## src/rtl/plot_arbiter_if.sv

```systemverilog
// plot_arbiter_if -- bundle between the pixel-drawing engines, the
// plot arbiter and the vga_adapter write port.
//
// Signals (engine i owns bit i / field [i*W +: W] of the packed buses):
//   req        engine request, level
//   pix_valid  engine pixel strobe
//   pix_last   last pixel of the burst, sampled with pix_valid
//   pix_x/y/colour  packed per-engine pixel fields
//   gnt        one-hot grant back to the engines
//   out_x/out_y/out_colour/plot  to vga_adapter
//   busy       arbiter is inside a burst
//   timeout_err  one-cycle pulse on a timed-out grant
//
// Modports: slave = arbiter side, master = engines/adapter side.
interface plot_arbiter_if #(
   parameter int NUM_REQ = 4,
   parameter int XW      = 9,
   parameter int YW      = 8,
   parameter int CW      = 3
);
   logic [NUM_REQ-1:0]    req;
   logic [NUM_REQ-1:0]    pix_valid;
   logic [NUM_REQ-1:0]    pix_last;
   logic [NUM_REQ*XW-1:0] pix_x;
   logic [NUM_REQ*YW-1:0] pix_y;
   logic [NUM_REQ*CW-1:0] pix_colour;
   logic [NUM_REQ-1:0]    gnt;
   logic [XW-1:0]         out_x;
   logic [YW-1:0]         out_y;
   logic [CW-1:0]         out_colour;
   logic                  plot;
   logic                  busy;
   logic                  timeout_err;

   modport slave (
      input  req, pix_valid, pix_last, pix_x, pix_y, pix_colour,
      output gnt, out_x, out_y, out_colour, plot, busy, timeout_err
   );

   modport master (
      output req, pix_valid, pix_last, pix_x, pix_y, pix_colour,
      input  gnt, out_x, out_y, out_colour, plot, busy, timeout_err
   );
endinterface

```

## src/rtl/plot_arbiter.sv

```systemverilog
// plot_arbiter -- round-robin arbiter sharing the single vga_adapter
// write port among NUM_REQ pixel-drawing engines.
//
// An engine raises req, receives a registered one-hot gnt and streams
// pixels (pix_valid) until it flags pix_last. Each accepted pixel of the
// granted engine appears on out_x/out_y/out_colour with plot=1 one cycle
// later. A burst also ends if the engine drops req (abort) or stays silent
// for TIMEOUT cycles (revoke, timeout_err pulse). Every burst end passes
// through IDLE, so gnt is low for at least one cycle between bursts.
//
// Ports:
//   clock   system clock
//   resetn  asynchronous active-low reset
//   bus     plot_arbiter_if.slave (engine requests/pixels in, grant and
//           vga_adapter write port out)
//
// Build option: define CLIP_EN to suppress plotting of pixels with
// x >= 320 or y >= 240 (the pixel is still consumed and pix_last honoured).
module plot_arbiter #(
   parameter int NUM_REQ = 4,
   parameter int XW      = 9,
   parameter int YW      = 8,
   parameter int CW      = 3,
   parameter int TIMEOUT = 255
) (
   input  logic          clock,
   input  logic          resetn,
   plot_arbiter_if.slave bus
);
   localparam int IW = $clog2(NUM_REQ);
   // counter value at which the next silent cycle hits TIMEOUT
   localparam logic [7:0] TMO_LAST = 8'(TIMEOUT - 1);

   typedef enum logic {IDLE, BURST} state_t;

   state_t               r_state, w_state_nxt;
   logic [IW-1:0]        r_last,  w_last_nxt;
   logic [NUM_REQ-1:0]   r_gnt,   w_gnt_nxt;
   logic [7:0]           r_idle,  w_idle_nxt;
   logic [XW-1:0]        r_x,     w_x_nxt;
   logic [YW-1:0]        r_y,     w_y_nxt;
   logic [CW-1:0]        r_c,     w_c_nxt;
   logic                 r_plot,  w_plot_nxt;
   logic                 r_tmo,   w_tmo_nxt;

   // per-engine views of the packed pixel buses
   logic [NUM_REQ-1:0][XW-1:0] w_px;
   logic [NUM_REQ-1:0][YW-1:0] w_py;
   logic [NUM_REQ-1:0][CW-1:0] w_pc;

   for (genvar i = 0; i < NUM_REQ; i++) begin : g_lane
      assign w_px[i] = bus.pix_x[i*XW +: XW];
      assign w_py[i] = bus.pix_y[i*YW +: YW];
      assign w_pc[i] = bus.pix_colour[i*CW +: CW];
   end

   // granted engine (r_last holds it for the whole burst)
   logic          w_gv, w_gl, w_gr, w_clip, w_vis;
   logic [XW-1:0] w_gx;
   logic [YW-1:0] w_gy;
   logic [CW-1:0] w_gc;

   assign w_gv = bus.pix_valid[r_last];
   assign w_gl = bus.pix_last[r_last];
   assign w_gr = bus.req[r_last];
   assign w_gx = w_px[r_last];
   assign w_gy = w_py[r_last];
   assign w_gc = w_pc[r_last];

`ifdef CLIP_EN
   localparam logic [XW:0] CLIP_X = (XW+1)'(320);
   localparam logic [YW:0] CLIP_Y = (YW+1)'(240);
   assign w_clip = ({1'b0, w_gx} >= CLIP_X) | ({1'b0, w_gy} >= CLIP_Y);
`else
   assign w_clip = 1'b0;
`endif

   assign w_vis = w_gv & ~w_clip;

   // round-robin search starting just after the previous winner
   logic          w_found;
   logic [IW-1:0] w_win, w_idx;

   always_comb begin
      w_found = 1'b0;
      w_win   = r_last;
      w_idx   = r_last;
      for (int k = 1; k <= NUM_REQ; k++) begin
         w_idx = IW'((int'(r_last) + k) % NUM_REQ);
         if (!w_found && bus.req[w_idx]) begin
            w_found = 1'b1;
            w_win   = w_idx;
         end
      end
   end

   // next-state / next-output logic
   always_comb begin
      w_state_nxt = r_state;
      w_last_nxt  = r_last;
      w_gnt_nxt   = r_gnt;
      w_idle_nxt  = r_idle;
      w_x_nxt     = r_x;
      w_y_nxt     = r_y;
      w_c_nxt     = r_c;
      w_plot_nxt  = 1'b0;
      w_tmo_nxt   = 1'b0;

      case (r_state)
         IDLE: begin
            w_gnt_nxt = '0;
            if (w_found) begin
               w_state_nxt = BURST;
               w_gnt_nxt   = NUM_REQ'(1) << w_win;
               w_last_nxt  = w_win;
               w_idle_nxt  = 8'd0;
            end
         end
         BURST: begin
            if (w_gv) begin
               w_idle_nxt = 8'd0;
               if (w_vis) begin
                  w_plot_nxt = 1'b1;
                  w_x_nxt    = w_gx;
                  w_y_nxt    = w_gy;
                  w_c_nxt    = w_gc;
               end
            end else begin
               w_idle_nxt = r_idle + 8'd1;
            end

            // last wins over abort; abort wins over timeout
            if (w_gv && w_gl) begin
               w_state_nxt = IDLE;
               w_gnt_nxt   = '0;
            end else if (!w_gr) begin
               w_state_nxt = IDLE;
               w_gnt_nxt   = '0;
            end else if (!w_gv && r_idle == TMO_LAST) begin
               w_state_nxt = IDLE;
               w_gnt_nxt   = '0;
               w_tmo_nxt   = 1'b1;
            end
         end
         default: begin
            w_state_nxt = IDLE;
            w_gnt_nxt   = '0;
         end
      endcase
   end

   always_ff @(posedge clock or negedge resetn) begin
      if (!resetn) begin
         r_state <= IDLE;
         r_last  <= IW'(NUM_REQ - 1);
         r_gnt   <= '0;
         r_idle  <= 8'd0;
         r_x     <= '0;
         r_y     <= '0;
         r_c     <= '0;
         r_plot  <= 1'b0;
         r_tmo   <= 1'b0;
      end else begin
         r_state <= w_state_nxt;
         r_last  <= w_last_nxt;
         r_gnt   <= w_gnt_nxt;
         r_idle  <= w_idle_nxt;
         r_x     <= w_x_nxt;
         r_y     <= w_y_nxt;
         r_c     <= w_c_nxt;
         r_plot  <= w_plot_nxt;
         r_tmo   <= w_tmo_nxt;
      end
   end

   assign bus.gnt         = r_gnt;
   assign bus.out_x       = r_x;
   assign bus.out_y       = r_y;
   assign bus.out_colour  = r_c;
   assign bus.plot        = r_plot;
   assign bus.busy        = (r_state == BURST);
   assign bus.timeout_err = r_tmo;
endmodule
```

## src/flat_wrapper.sv

```systemverilog
// flat-port wrapper written by rule: the top's interface ports become plain ports
module plot_arbiter_flat 
#(
   parameter int NUM_REQ = 4,
   parameter int XW      = 9,
   parameter int YW      = 8,
   parameter int CW      = 3,
   parameter int TIMEOUT = 255
)
  (clock, resetn, bus_req, bus_pix_valid, bus_pix_last, bus_pix_x, bus_pix_y, bus_pix_colour, bus_gnt, bus_out_x, bus_out_y, bus_out_colour, bus_plot, bus_busy, bus_timeout_err);
  plot_arbiter_if #(.NUM_REQ(NUM_REQ), .XW(XW), .YW(YW), .CW(CW)) bus_i ();
  input  logic clock;
  input  logic resetn;
  input wire logic [$bits(bus_i.req)-1:0] bus_req;
  input wire logic [$bits(bus_i.pix_valid)-1:0] bus_pix_valid;
  input wire logic [$bits(bus_i.pix_last)-1:0] bus_pix_last;
  input wire logic [$bits(bus_i.pix_x)-1:0] bus_pix_x;
  input wire logic [$bits(bus_i.pix_y)-1:0] bus_pix_y;
  input wire logic [$bits(bus_i.pix_colour)-1:0] bus_pix_colour;
  output wire logic [$bits(bus_i.gnt)-1:0] bus_gnt;
  output wire logic [$bits(bus_i.out_x)-1:0] bus_out_x;
  output wire logic [$bits(bus_i.out_y)-1:0] bus_out_y;
  output wire logic [$bits(bus_i.out_colour)-1:0] bus_out_colour;
  output wire logic [$bits(bus_i.plot)-1:0] bus_plot;
  output wire logic [$bits(bus_i.busy)-1:0] bus_busy;
  output wire logic [$bits(bus_i.timeout_err)-1:0] bus_timeout_err;
  assign bus_i.req = bus_req;
  assign bus_i.pix_valid = bus_pix_valid;
  assign bus_i.pix_last = bus_pix_last;
  assign bus_i.pix_x = bus_pix_x;
  assign bus_i.pix_y = bus_pix_y;
  assign bus_i.pix_colour = bus_pix_colour;
  assign bus_gnt = bus_i.gnt;
  assign bus_out_x = bus_i.out_x;
  assign bus_out_y = bus_i.out_y;
  assign bus_out_colour = bus_i.out_colour;
  assign bus_plot = bus_i.plot;
  assign bus_busy = bus_i.busy;
  assign bus_timeout_err = bus_i.timeout_err;
  plot_arbiter #(.NUM_REQ(NUM_REQ), .XW(XW), .YW(YW), .CW(CW), .TIMEOUT(TIMEOUT)) u_core (.clock(clock), .resetn(resetn), .bus(bus_i));
endmodule
```

## config.mk

```make
export PLATFORM = sky130hd
export DESIGN_NAME = plot_arbiter_flat
export DESIGN_NICKNAME = d
export VERILOG_FILES = /design/src/rtl/plot_arbiter_if.sv /design/src/rtl/plot_arbiter.sv /design/src/flat_wrapper.sv
export SDC_FILE = /design/constraint.sdc
export NUM_CORES = 1
export LEC_CHECK = 0
export ABC_CLOCK_PERIOD_IN_PS = 2000
export CAP_MARGIN = 20
export CORE_UTILIZATION = 57
export CTS_CLUSTER_DIAMETER = 50
export DETAILED_ROUTE_END_ITERATION = 10
export DONT_BUFFER_PORTS = 1
export PLACE_DENSITY_LB_ADDON = 0.15
export SYNTH_ARGS = -nofsm -noshare
export SYNTH_HDL_FRONTEND = slang
export SYNTH_SLANG_ARGS = --single-unit
```

## constraint.sdc

```tcl
create_clock -name clock -period 2 [get_ports clock]
set_clock_uncertainty 0.05 [all_clocks]
set_input_delay 0.4 -clock clock [delete_from_list [all_inputs] [get_ports clock]]
set_output_delay 0.4 -clock clock [all_outputs]
set_load 0.05 [all_outputs]
```

# After elaboration in Yosys (flattened, before gate mapping)
# Cells that the tools add are included.
[totals]
reg_bits = 37
output_inout_bits = 27
[classes]
add_sub_neg = 5
n_lt_le_gt_ge = 5
n_eq_ne = 3
shift = 1
n_mux = 47
bitwise_logic = 1
n_reduce_logical = 11
[op_table]
columns = ["op", "count"]
rows = [
  ["$mux W8", 3],
  ["$mux W1", 21],
  ["$bmux W9 S2", 1],
  ["$bmux W8 S2", 1],
  ["$mux W4", 4],
  ["$pmux W8 S2", 1],
  ["$lt A2 B3 Y1 const B", 5],
  ["$bmux W1 S2", 7],
  ["$mux W9", 1],
  ["$add A8 B1 Y8 const B", 1],
  ["$eq A8 B8 Y1 const B", 1],
  ["$mux W2", 4],
  ["$pmux W4 S2", 1],
  ["$bmux W3 S2", 1],
  ["$logic_and A1 B1 Y1", 5],
  ["$add A2 B1 Y2 const B", 2],
  ["$add A2 B2 Y2 const B", 2],
  ["$logic_not A1 Y1", 4],
  ["$ne A4 B4 Y1 const B", 1],
  ["$reduce_and A2 Y1", 2],
  ["$shl A1 B2 Y4 const A", 1],
  ["$mux W3", 1],
  ["$ne A2 B1 Y1 const B", 1],
  ["$pmux W1 S2", 1],
  ["$not A1 Y1", 1],
]

# Logic depth before layout (Yosys ltp)
# Gate-level depths: netlist of the first run.
[logic_depth]
word_depth = 16
mapped_depth = 6
depth_no_buf = 6

# Worst setup path before layout of the first run
# OpenSTA, ideal clock, no wires.
[synth_timing]
path_type = "register to register"
from = "reg u_core.r_last[0]"
to = "reg u_core.r_x[1] (netlist: u_core.bus.out_x[1])"
setup_ns = 0.125
arrival_time_ns = 1.833
t_required_ns = 1.825
path_slack_ns = -0.007
stages_incl_launch_ff = 6
path_buffers = 2
synth_period_minus_slack_ns = 2.007
path_cell_list = "dfstp_2 buf_6 mux4_2 nand2_1 buf_4 mux2_2"
[synth_via]
elab_chain_cells = 3
word_cells_on_any_way = 5
classes_between = "4 x mux; 1 x reduce/logical"
[synth_rtl]
columns = ["element", "line_no", "text"]
rows = [
  ["start: declaration", "plot_arbiter.sv:37", "logic [IW-1:0] r_last, w_last_nxt;"],
  ["start signal: assignment", "plot_arbiter.sv:155", "r_last <= IW'(NUM_REQ - 1);"],
  ["start signal: assignment", "plot_arbiter.sv:165", "r_last <= w_last_nxt;"],
  ["$bmux W1 S2", "plot_arbiter.sv:63", "assign w_gv = bus.pix_valid[r_last];"],
  ["$mux W1 (not written as such)", "plot_arbiter.sv:63", ""],
  ["$reduce_and A2 Y1 (no source line)", "n/a", ""],
  ["end signal: assignment", "plot_arbiter.sv:168", "r_x <= w_x_nxt;"],
  ["end: declaration", "plot_arbiter.sv:40", "logic [XW-1:0] r_x, w_x_nxt;"],
]
# Several ways; a longest one is shown, not always the timed one. The select of a mux whose other input is x is not followed.
# A chain may end at the register's enable or synchronous reset.

# Worst setup path after layout of the first run
[layout_timing]
from = "reg u_core.r_last[0]"
to = "reg u_core.r_x[0] (netlist: u_core.bus.out_x[0])"
# The elaborated chain is that of the path after synthesis.

==> results.md, run 1 <==
* Status: finished, final reports clean
* Library cells used by synthesis at 37
* I/O Pins at 121
* Initial DRT Pass Iterations at 4
* WL final at 4850 um
* Worst skew pair latency at about 0.28 ns
* Setup slack at placement at -0.00477 ns
* Post-synthesis to final-layout area growth at 13.2%
* First-pass GRT wire length at around 7300 um
* Avg Cell Area, Syn at 13.6 um2
* Wire per inst at 22.2 um
* Startpoint types: flop
* Hold WC Path Type: in -> reg
* RSZ-0062 raised after global routing: yes
* Ant diodes at 0
* Post-Layout Cell Count at between 200 and 250
* Reg-to-reg startpoint: u_core.r_last[0]
* Worst-Margin Slew at just over 0.5 ns
* Synthesized instance count at 160
* Die Wd at ~64 um
* Routed vias/inst at around 6.6
* Vias at between 1000 and 1500
* DP HPWL at around 3500 um
* Critical path arrival at approximately 2.1 ns
* Largest net degree at the start of global routing at 38
* Net count after synthesis at 256
* CTS tree: built
* Minimum clock period at 1.99 ns
* Grt ovf at 0
* WP data required at around 2.1 ns
* Clock Sinks at 37
* Initial antenna violation count at 0
* Placeable Area at roughly 3700 um2
* Placed cells at ~200
* Mapped cell area at around 2200 um2
* Initial Util at between 50 and 60%
* Hold path startpoint: bus_pix_y[7]
* Cts bufs inserted at 5
* Pwr per Cell Area at between 1500 and 2000 nW/um2
* Final Hold Viols at 0
* Total Routing Usage GR at 24.0%
* Initial DRC count at 75
* Max-slew violations at 0
* Crit Path Class: reg -> reg
* Peak VDD IR at between 1000 and 1500 uV
* Setup TNS at 0 ns
* Layout cells sized above 1 at around two fifths
* CP startpoint: u_core.r_last[0]
* Area of the die at just over 4000 um2
* Slew Limit Headroom at about two thirds
* F_max at about 500 MHz
* Die height at ~64 um
* # H-tree levels at 2
* Root buf cell: clkbuf_8
* Max Cap Viol at 0
* # setup viols final at 0
* Seq cells post-synth at 37
* Vias in the first global route at roughly 1500
* CP max FO at 10
* Register area share after synthesis at between 40% and 50%
* Rows at 22
* Final worst-path cycle share at between 90% and 100%
* Ys Warns at 0
* WHS at between 0.4 and 0.5 ns
* Buffer depth of the longest clock path at 2
* IO buf count at 0
* DRT antenna net count at 0
* Final Wtd Congestion at 0.742
* Fin nets at ~270
* Worst-path clk slew at roughly 0.070 ns
* # DRC at 0
* LEAKAGE at roughly 0.001 uW
* Final WS setup at 0.00916 ns
* Worst setup EP type: flop
cell usage in the layout, fill, tap and decap left out, drive strengths merged, types with 2 or more instances in the layout:
cell type / n
dfrtp: 35
mux4: 23
mux2: 21
nand2: 13
clkbuf: 9
nor2: 8
o21ai: 8
buf: 8
nor2b: 5
nand3: 4
a32o: 4
nor4: 4
a21o: 3
nand2b: 3
inv: 2
nor3: 2
ha: 2
dfstp: 2
power by group:
part | leakage [uW] | switching [uW] | internal, uW
logic | 0.000502 | 817 | 1130
clock network | 0.0000542 | 255 | 311
registers | 0.000458 | 1170 | 1060
total | 0.00101 | 2240 | 2500
registers in the layout, summed over array words and instances (netlist names), 2 cells and up:
register / flops
u_core.bus.out_y: 8
u_core.bus.out_colour: 3
u_core.bus.out_x: 9
u_core.bus.gnt: 4
u_core.r_last: 2
u_core.r_idle: 8
critical path: stages, from the launching register on:
cell and delay (ns):
dfstp_2 0.59, mux4_2 0.61, nand2_4 0.13, clkbuf_16 0.16, mux2_2 0.33
per-stage QoR:
| stage | power [uW] | area [um2] | utilization (%) |
|---|---|---|---|
| 4_1_cts | 4560 | 2390 | 65.2 |
| 5_1_grt | 4970 | 2470 | 67.5 |
| 3_3_place_gp | 3840 | 2240 | 61.1 |
| 3_5_place_dp | 3940 | 2240 | 61.1 |
| 6_report | 4740 | 2470 | 67.5 |
| 2_1_floorplan | 3620 | 2180 | - |
layout make-up:
class,count,area [um2]
multi-input combinational,113,1220
fill,260,1190
sequential,37,928
timing repair buffer,11,158
clock buffer,7,96.3
tap,48,60.1
inverter,2,7.51
clock inverter,1,5.00
final timing paths:
check | slack, ns | depth (start not counted) | to
min in group asynchronous | 0.54 | 2 | u_core.r_idle[7]
setup / recovery | 0.009 | 4 | u_core.bus.out_x[0]
setup reg to reg | 0.009 | 4 | u_core.bus.out_x[0]
hold / removal | 0.43 | 2 | u_core.bus.out_y[7]
hold reg to reg | 0.47 | 1 | u_core.r_idle[6]
max in group asynchronous | 1.11 | 2 | u_core.r_last[1]
cells by family (layout without fill, tap and decap cells):
group,Yosys count,count (layout),synth area share (%)
multiplexers,44,44,34.7
adder cells (fa/ha/maj),2,2,1.15
buffers and inverters,11,21,3.10
AND/OR/NAND/NOR,43,44,10.7
AO/OA/AOI/OAI,22,22,7.34
flip-flops,37,37,42.5
XOR/XNOR,1,1,0.401
cell usage after synthesis, drive strengths merged:
master | n | area share, %
a211o | 1 | 0.40
a211oi | 1 | 0.57
a21o | 3 | 1.0
a21oi | 1 | 0.23
a32o | 4 | 1.8
and2b | 1 | 0.34
and3 | 1 | 0.29
buf | 8 | 2.6
clkbuf | 1 | 0.17
dfrtp | 35 | 40
dfstp | 2 | 2.4
ha | 2 | 1.1
inv | 2 | 0.34
mux2 | 21 | 11
mux4 | 23 | 24
nand2 | 13 | 2.2
nand2b | 2 | 0.92
nand3 | 4 | 0.92
nor2 | 8 | 1.4
nor2b | 5 | 1.4
nor3 | 2 | 0.46
nor3b | 1 | 0.34
nor4 | 4 | 1.8
o211ai | 1 | 0.34
o21ai | 8 | 1.8
o21bai | 1 | 0.34
o31a | 1 | 0.40
o31ai | 1 | 0.34
or2 | 1 | 0.29
or3 | 1 | 0.29
xnor2 | 1 | 0.40
layer usage:
| metal | routed length [um] | vias up | share of wire [%] | GRT usage [%] |
|---|---|---|---|---|
| met5 | 0 | - | 0 | 0 |
| met3 | 386 | 6 | 8.0 | 5.89 |
| met4 | 64 | 0 | 1.3 | 8.52 |
| met1 | 1740 | 718 | 36 | 27.4 |
| li1 | - | 634 | - | - |
| met2 | 2670 | 81 | 55 | 43.5 |
timing repair:
item / in CTS / in global routing
gates resized for setup: 2 / 2
endpoints found under the hold margin: 37 / 0
hold buffers: 2 / 0
gates cloned: 0 / 3
endpoints found under the setup margin: 22 / 26
setup buffers: 1 / 2
pin swaps: 1 / 5
Note: power is estimated with default switching activity, not from simulation.
==> run 2, diff against run 1 <==
--- a/config.mk
+++ b/config.mk
@@ -15,3 +15,4 @@
 export SYNTH_ARGS = -nofsm -noshare
 export SYNTH_HDL_FRONTEND = slang
 export SYNTH_SLANG_ARGS = --single-unit
+export TNS_END_PERCENT = 20
==> constraint.sdc (replaced) <==
create_clock -name clock -period 2 [get_ports clock]
set_clock_uncertainty 0.05 [all_clocks]
set_input_delay 0 -clock clock [delete_from_list [all_inputs] [get_ports clock]]
set_output_delay 0 -clock clock [all_outputs]
set_load 0.05 [all_outputs]
==> run 2 against run 1 <==
Power increased by 3.0%. Register-to-register slack got worse by 0.03 ns. Flip-flop and latch count unchanged. Wire length increased by 2.9%. Design area increased by 2.0%. Via count increased by 3.0%. Combinational power increased by 10%. Die area unchanged. First-iteration DRC count decreased by 20%. Final cell count increased by 0.91%. The flow now finishes with violations (negative setup slack). Non-clock buffer count increased by 2.
==> results.md, run 2 (same netlist as run 1, synthesis figures left out) <==
* Status: complete, but fails checks
* Failing checks: negative setup slack
* Wire per inst at 22.6 um (+1.9%)
* Initial DRC count at 60 (-20%)
* Delay-heaviest family, CP: multiplexers
* Setup slack at placement at -0.00763 ns (-0.00286 ns)
* # DRC at 0 (unchanged)
* Worst-Margin Slew at 0.589 ns (+0.0775 ns)
* Root buf cell: clkbuf_8
* Final worst-path cycle share at 101% (+1.5 points)
* Crit-path cells: mux4_2, nand2_4, clkbuf_16, mux2_2
* Slowest-stage cell, CP: mux4_2
* Grt ovf at 0 (unchanged)
* GRT busiest layer: met2
* Placed cells at 204 (+0.49%)
* Peak VDD IR at 1200 uV (+12%)
* Final Wtd Congestion at 0.743 (+0.23%)
* Ant diodes at 0 (unchanged)
* Slowest Stage Delay on Critical Path at 0.63 ns (+0.02 ns)
* Fin nets at 268 (+0.75%)
* I/O Pins at 121 (unchanged)
* Worst path buffer plus inverter count at 1 (unchanged)
* Routed vias/inst at 6.71 (+2.1%)
* F_max at 495 MHz (-1.5%)
* Layout cells sized above 1 at 40.5% (+0.11 points)
* Crit. path cell count at 4 (unchanged)
* Largest register FFs at 9 (unchanged)
* Vias in the first global route at 1512 (-1.2%)
* Initial DRT Pass Iterations at 4 (unchanged)
* M1 GR Usage at 28.7% (+1.2 points)
* R2R depth at 4 (unchanged)
* Crit Path Class: reg -> reg
* WHS at 0.0217 ns (-0.411 ns)
* First-pass GRT wire length at 7310 um (+0.38%)
* LEAKAGE at 0.00108 uW (+6.2%)
* Reg area at 928 um2 (unchanged)
* RSZ-0062 raised after global routing: yes
* Most frequent cells in the layout: 35 x dfrtp_1, 22 x mux4_2, 13 x mux2_4, 12 x nand2_1
* Worst hold path cell count at 2 (unchanged)
* WL final at 4990 um (+2.9%)
* DP HPWL at 3470 um (-0.67%)
* Final Cell Area at 2520 um2 (+2.0%)
* Initial antenna violation count at 0 (unchanged)
* Placed cell areas at 2240 um2 (+0.34%)
* M2 GR Usage at 41.6% (-1.9 points)
* # setup viols final at 7 (+7)
* Area of the multi-input gates at 1270 um2 (+4.5%)
* Post-Layout Cell Count at 221 (+0.91%)
* Max Cap Viol at 0 (unchanged)
* Area of the die at 4080 um2 (unchanged)
* Rows at 22 (unchanged)
* Pwr per Cell Area at 1940 nW/um2 (+1.0%)
* Worst setup EP type: flop
* Placeable Area at 3660 um2 (unchanged)
* Commonest non-fill, non-tap cell in the layout: dfrtp_1
* Slew Limit Headroom at 60.3% (-5.5 points)
* CTS tree: built
* Vias at 1482 (+3.0%)
* Largest net degree at the start of global routing at 38 (unchanged)
* Minimum clock period at 2.02 ns (+0.0304 ns)
* Die height at 63.9 um (unchanged)
* Initial Util at 59.6% (unchanged)
* DRT antenna net count at 0 (unchanged)
* WP data required at 2.12 ns (about the same)
* CP max FO at 10 (unchanged)
* Max-slew violations at 0 (unchanged)
* Worst skew pair latency at 0.29 ns (about the same)
* # H-tree levels at 2 (unchanged)
* Hold WC Path Type: in -> reg
* IO buf count at 0 (unchanged)
* Total Routing Usage GR at 24.6% (+0.51 points)
* Critical path arrival at 2.14 ns (+0.03 ns)
* Post-synthesis to final-layout area growth at 15.5%
* Die Wd at 63.9 um (unchanged)
* Buffer depth of the longest clock path at 2 (unchanged)
* Filler cells at 259 (-0.38%)
* Cts bufs inserted at 5 (unchanged)
* Clock Sinks at 37 (unchanged)
* Final Hold Viols at 0 (unchanged)
* Setup TNS at -0.106 ns (-0.106 ns)
* Startpoint types: flop
* Worst-path clk slew at 0.07 ns (about the same)
* Final WS setup at -0.0213 ns (-0.0304 ns)
* GR Layer Usage met3 at 8.39% (+2.5 points)
## run 2: area by class of cell
cell class | count | area share [%]
inverters | 2 | 0.298
multi-input cells | 113 | 50.4
repair buffers | 13 | 6.85
flip-flops and latches | 37 | 36.8
well taps | 48 | 2.38
clock buffers | 8 | 3.18
## run 2: per-layer routing
metal	wire [um]	up-vias
li1	-	651
met5	0	-
met4	74	0
met2	2690	76
met3	391	6
met1	1840	749
## run 2: through the flow
step	power (uW)	utilization [%]
CTS	4500	64.8
detailed placement	3940	61.3
finish	4880	68.8
global placement	3850	61.3
global route	5120	68.8
floorplan	3620	-
## run 2: final timing paths
kind                                        from                  endpoint  slack [ns]
max in group asynchronous                 resetn          u_core.r_last[1]        1.54
worst min register to register  u_core.r_idle[6]          u_core.r_idle[6]        0.48
worst max-delay path            u_core.r_last[0]  u_core.bus.out_colour[2]       -0.02
worst min-delay path                bus_pix_y[0]       u_core.bus.out_y[0]        0.02
min in group asynchronous                 resetn          u_core.r_idle[7]        0.11
worst max register to register  u_core.r_last[0]  u_core.bus.out_colour[2]       -0.02
## run 2: power by group
part           switching [uW]  internal, uW
logic                     858          1290
registers                1180          1060
clock network             248           247
## run 2: timing repair
action	CTS	global route
endpoints found under the hold margin	37	0
gates resized for setup	2	17
setup buffers	1	3
gates cloned	0	3
setup endpoints to repair	21	26
pin swaps	2	5
hold buffers	2	0
==> run 3, diff against run 2 <==
--- a/config.mk
+++ b/config.mk
@@ -15,4 +15,3 @@
 export SYNTH_ARGS = -nofsm -noshare
 export SYNTH_HDL_FRONTEND = slang
 export SYNTH_SLANG_ARGS = --single-unit
-export TNS_END_PERCENT = 20
==> run 3 against run 2 <==
The flow still finishes with violations (negative setup slack). Sequential power barely moved. Critical path depth did not move. Final cell count did not move. Non-clock buffer count did not move. Register-to-register slack barely moved.
==> results.md, run 3 (same netlist as run 1, synthesis figures left out) <==
* Final worst-path cycle share at 101% (-0.21 points)
* Final Wtd Congestion at 0.743 (unchanged)
* Slowest-stage cell, CP: mux4_2
* Critical path arrival at 2.14 ns (about the same)
* Placeable Area at 3660 um2 (unchanged)
* Peak VDD IR at 1190 uV (about the same)
* Clock Sinks at 37 (unchanged)
* RSZ-0062 raised after global routing: yes
* Largest net degree at the start of global routing at 38 (unchanged)
* Placed cells at 204 (unchanged)
* Fin nets at 268 (unchanged)
* Final Hold Viols at 0 (unchanged)
* # DRC at 0 (unchanged)
* Status: complete, but fails checks
* CP max FO at 10 (unchanged)
* Rows at 22 (unchanged)
* Layout cells sized above 1 at 40.5% (unchanged)
* Slowest Stage Delay on Critical Path at 0.62 ns (about the same)
* Minimum clock period at 2.02 ns (-0.00416 ns)
* Worst skew pair latency at 0.29 ns (about the same)
* Area of the die at 4080 um2 (unchanged)
* Max Cap Viol at 0 (unchanged)
* # H-tree levels at 2 (unchanged)
* LEAKAGE at 0.00108 uW (about the same)
* Die height at 63.9 um (unchanged)
* Pwr per Cell Area at 1940 nW/um2 (about the same)
* Buffer depth of the longest clock path at 2 (unchanged)
* Most frequent cells in the layout: 35 x dfrtp_1, 22 x mux4_2, 13 x mux2_4, 12 x nand2_1
* Slew Limit Headroom at 61.2% (+0.82 points)
* Max-slew violations at 0 (unchanged)
* CTS tree: built
* WL final at 5000 um (+0.24%)
* Largest register FFs at 9 (unchanged)
* Worst path buffer plus inverter count at 1 (unchanged)
* Commonest non-fill, non-tap cell in the layout: dfrtp_1
* Worst setup EP type: flop
* Failing checks: negative setup slack
* I/O Pins at 121 (unchanged)
* Initial Util at 59.6% (unchanged)
* Worst-Margin Slew at 0.577 ns (-0.0121 ns)
* Initial DRC count at 50 (-17%)
* WP data required at 2.12 ns (about the same)
* Initial DRT Pass Iterations at 4 (unchanged)
* Final WS setup at -0.0171 ns (+0.00416 ns)
* Filler cells at 259 (unchanged)
* F_max at 496 MHz (+0.21%)
* Startpoint types: flop
* Vias at 1476 (-0.40%)
* Setup TNS at -0.0777 ns (+0.0286 ns)
* First-pass GRT wire length at 7310 um (unchanged)
* Crit Path Class: reg -> reg
* Crit-path cells: mux4_2, nand2_4, clkbuf_16, mux2_2
* Area of the multi-input gates at 1270 um2 (unchanged)
* Root buf cell: clkbuf_8
* Die Wd at 63.9 um (unchanged)
* Hold WC Path Type: in -> reg
* Post-Layout Cell Count at 221 (unchanged)
* Initial antenna violation count at 0 (unchanged)
* DP HPWL at 3470 um (unchanged)
* Grt ovf at 0 (unchanged)
* Routed vias/inst at 6.68 (-0.40%)
* # setup viols final at 7 (unchanged)
* IO buf count at 0 (unchanged)
* Total Routing Usage GR at 24.6% (unchanged)
* Delay-heaviest family, CP: multiplexers
* Cts bufs inserted at 5 (unchanged)
* DRT antenna net count at 0 (unchanged)
* Wire per inst at 22.6 um (+0.24%)
* Post-synthesis to final-layout area growth at 15.5% (unchanged)
* Worst-path clk slew at 0.07 ns (about the same)
* Reg area at 928 um2 (unchanged)
* Ant diodes at 0 (unchanged)
* Vias in the first global route at 1512 (unchanged)
run 3: cell counts in the layout (fill, tap and decap cells not counted):
Identical to the previous run, type by type.
run 3: cell type report:
cell class / count / share of cell area [%]
multi-input combinational: 113 / 50.4
tap: 48 / 2.38
sequential: 37 / 36.8
inverter: 2 / 0.298
timing repair buffer: 13 / 6.85
clock buffer: 8 / 3.18
run 3: power breakdown:
| group | internal (uW) | total [uW] | switching (uW) |
|---|---|---|---|
| Clock | 247 | 494 | 247 |
| Combinational | 1290 | 2140 | 857 |
| Sequential | 1060 | 2240 | 1180 |
| Total | 2590 | 4880 | 2290 |
run 3: repair_timing:
item	4_1_cts	5_1_grt
hold buffers	2	0
buffers inserted	1	3
cloned	0	3
setup endpoints to repair	21	26
hold endpoints to repair	37	0
gates resized for setup	2	17
pin swaps	2	4
run 3: path summary, 6_finish.rpt:
path | startpoint | to | slack (ns) | cells after the start
setup reg to reg | u_core.r_last[0] | u_core.bus.out_colour[2] | -0.02 | 4
min in group asynchronous | resetn | u_core.r_idle[7] | 0.11 | 2
hold / removal | bus_pix_y[0] | u_core.bus.out_y[0] | 0.02 | 2
max in group asynchronous | resetn | u_core.r_last[1] | 1.54 | 2
setup / recovery | u_core.r_last[0] | u_core.bus.out_colour[2] | -0.02 | 4
hold reg to reg | u_core.r_idle[6] | u_core.r_idle[6] | 0.48 | 1
run 3: metrics by stage:
stage                     worst slack (ns)  util [%]  cell area, um2  power [uW]  hold WS, ns
after global placement              0.0370      61.3            2240        3850       -0.345
after CTS                           0.0223      64.8            2370        4500       0.0167
final                              -0.0171      68.8            2520        4880       0.0221
after floorplan                   -0.00731         -            2180        3620       -0.346
after global routing               -0.0623      68.8            2520        5120       0.0128
after detailed placement          -0.00763      61.3            2240        3940       -0.345
run 3: worst reg2reg max path, delay by kind of cell, from the launching register on:
kind | cells | cell delay, ns
multiplexers | 2 | 0.95
flip-flops | 1 | 0.59
buffers and inverters | 1 | 0.17
AND/OR/NAND/NOR | 1 | 0.14
run 3: routing by layer:
layer  global-route usage [%]  share of wire [%]
met5                        0                  0
met3                     8.39                7.8
met4                     9.38                1.5
met2                     41.6                 54
met1                     28.7                 37
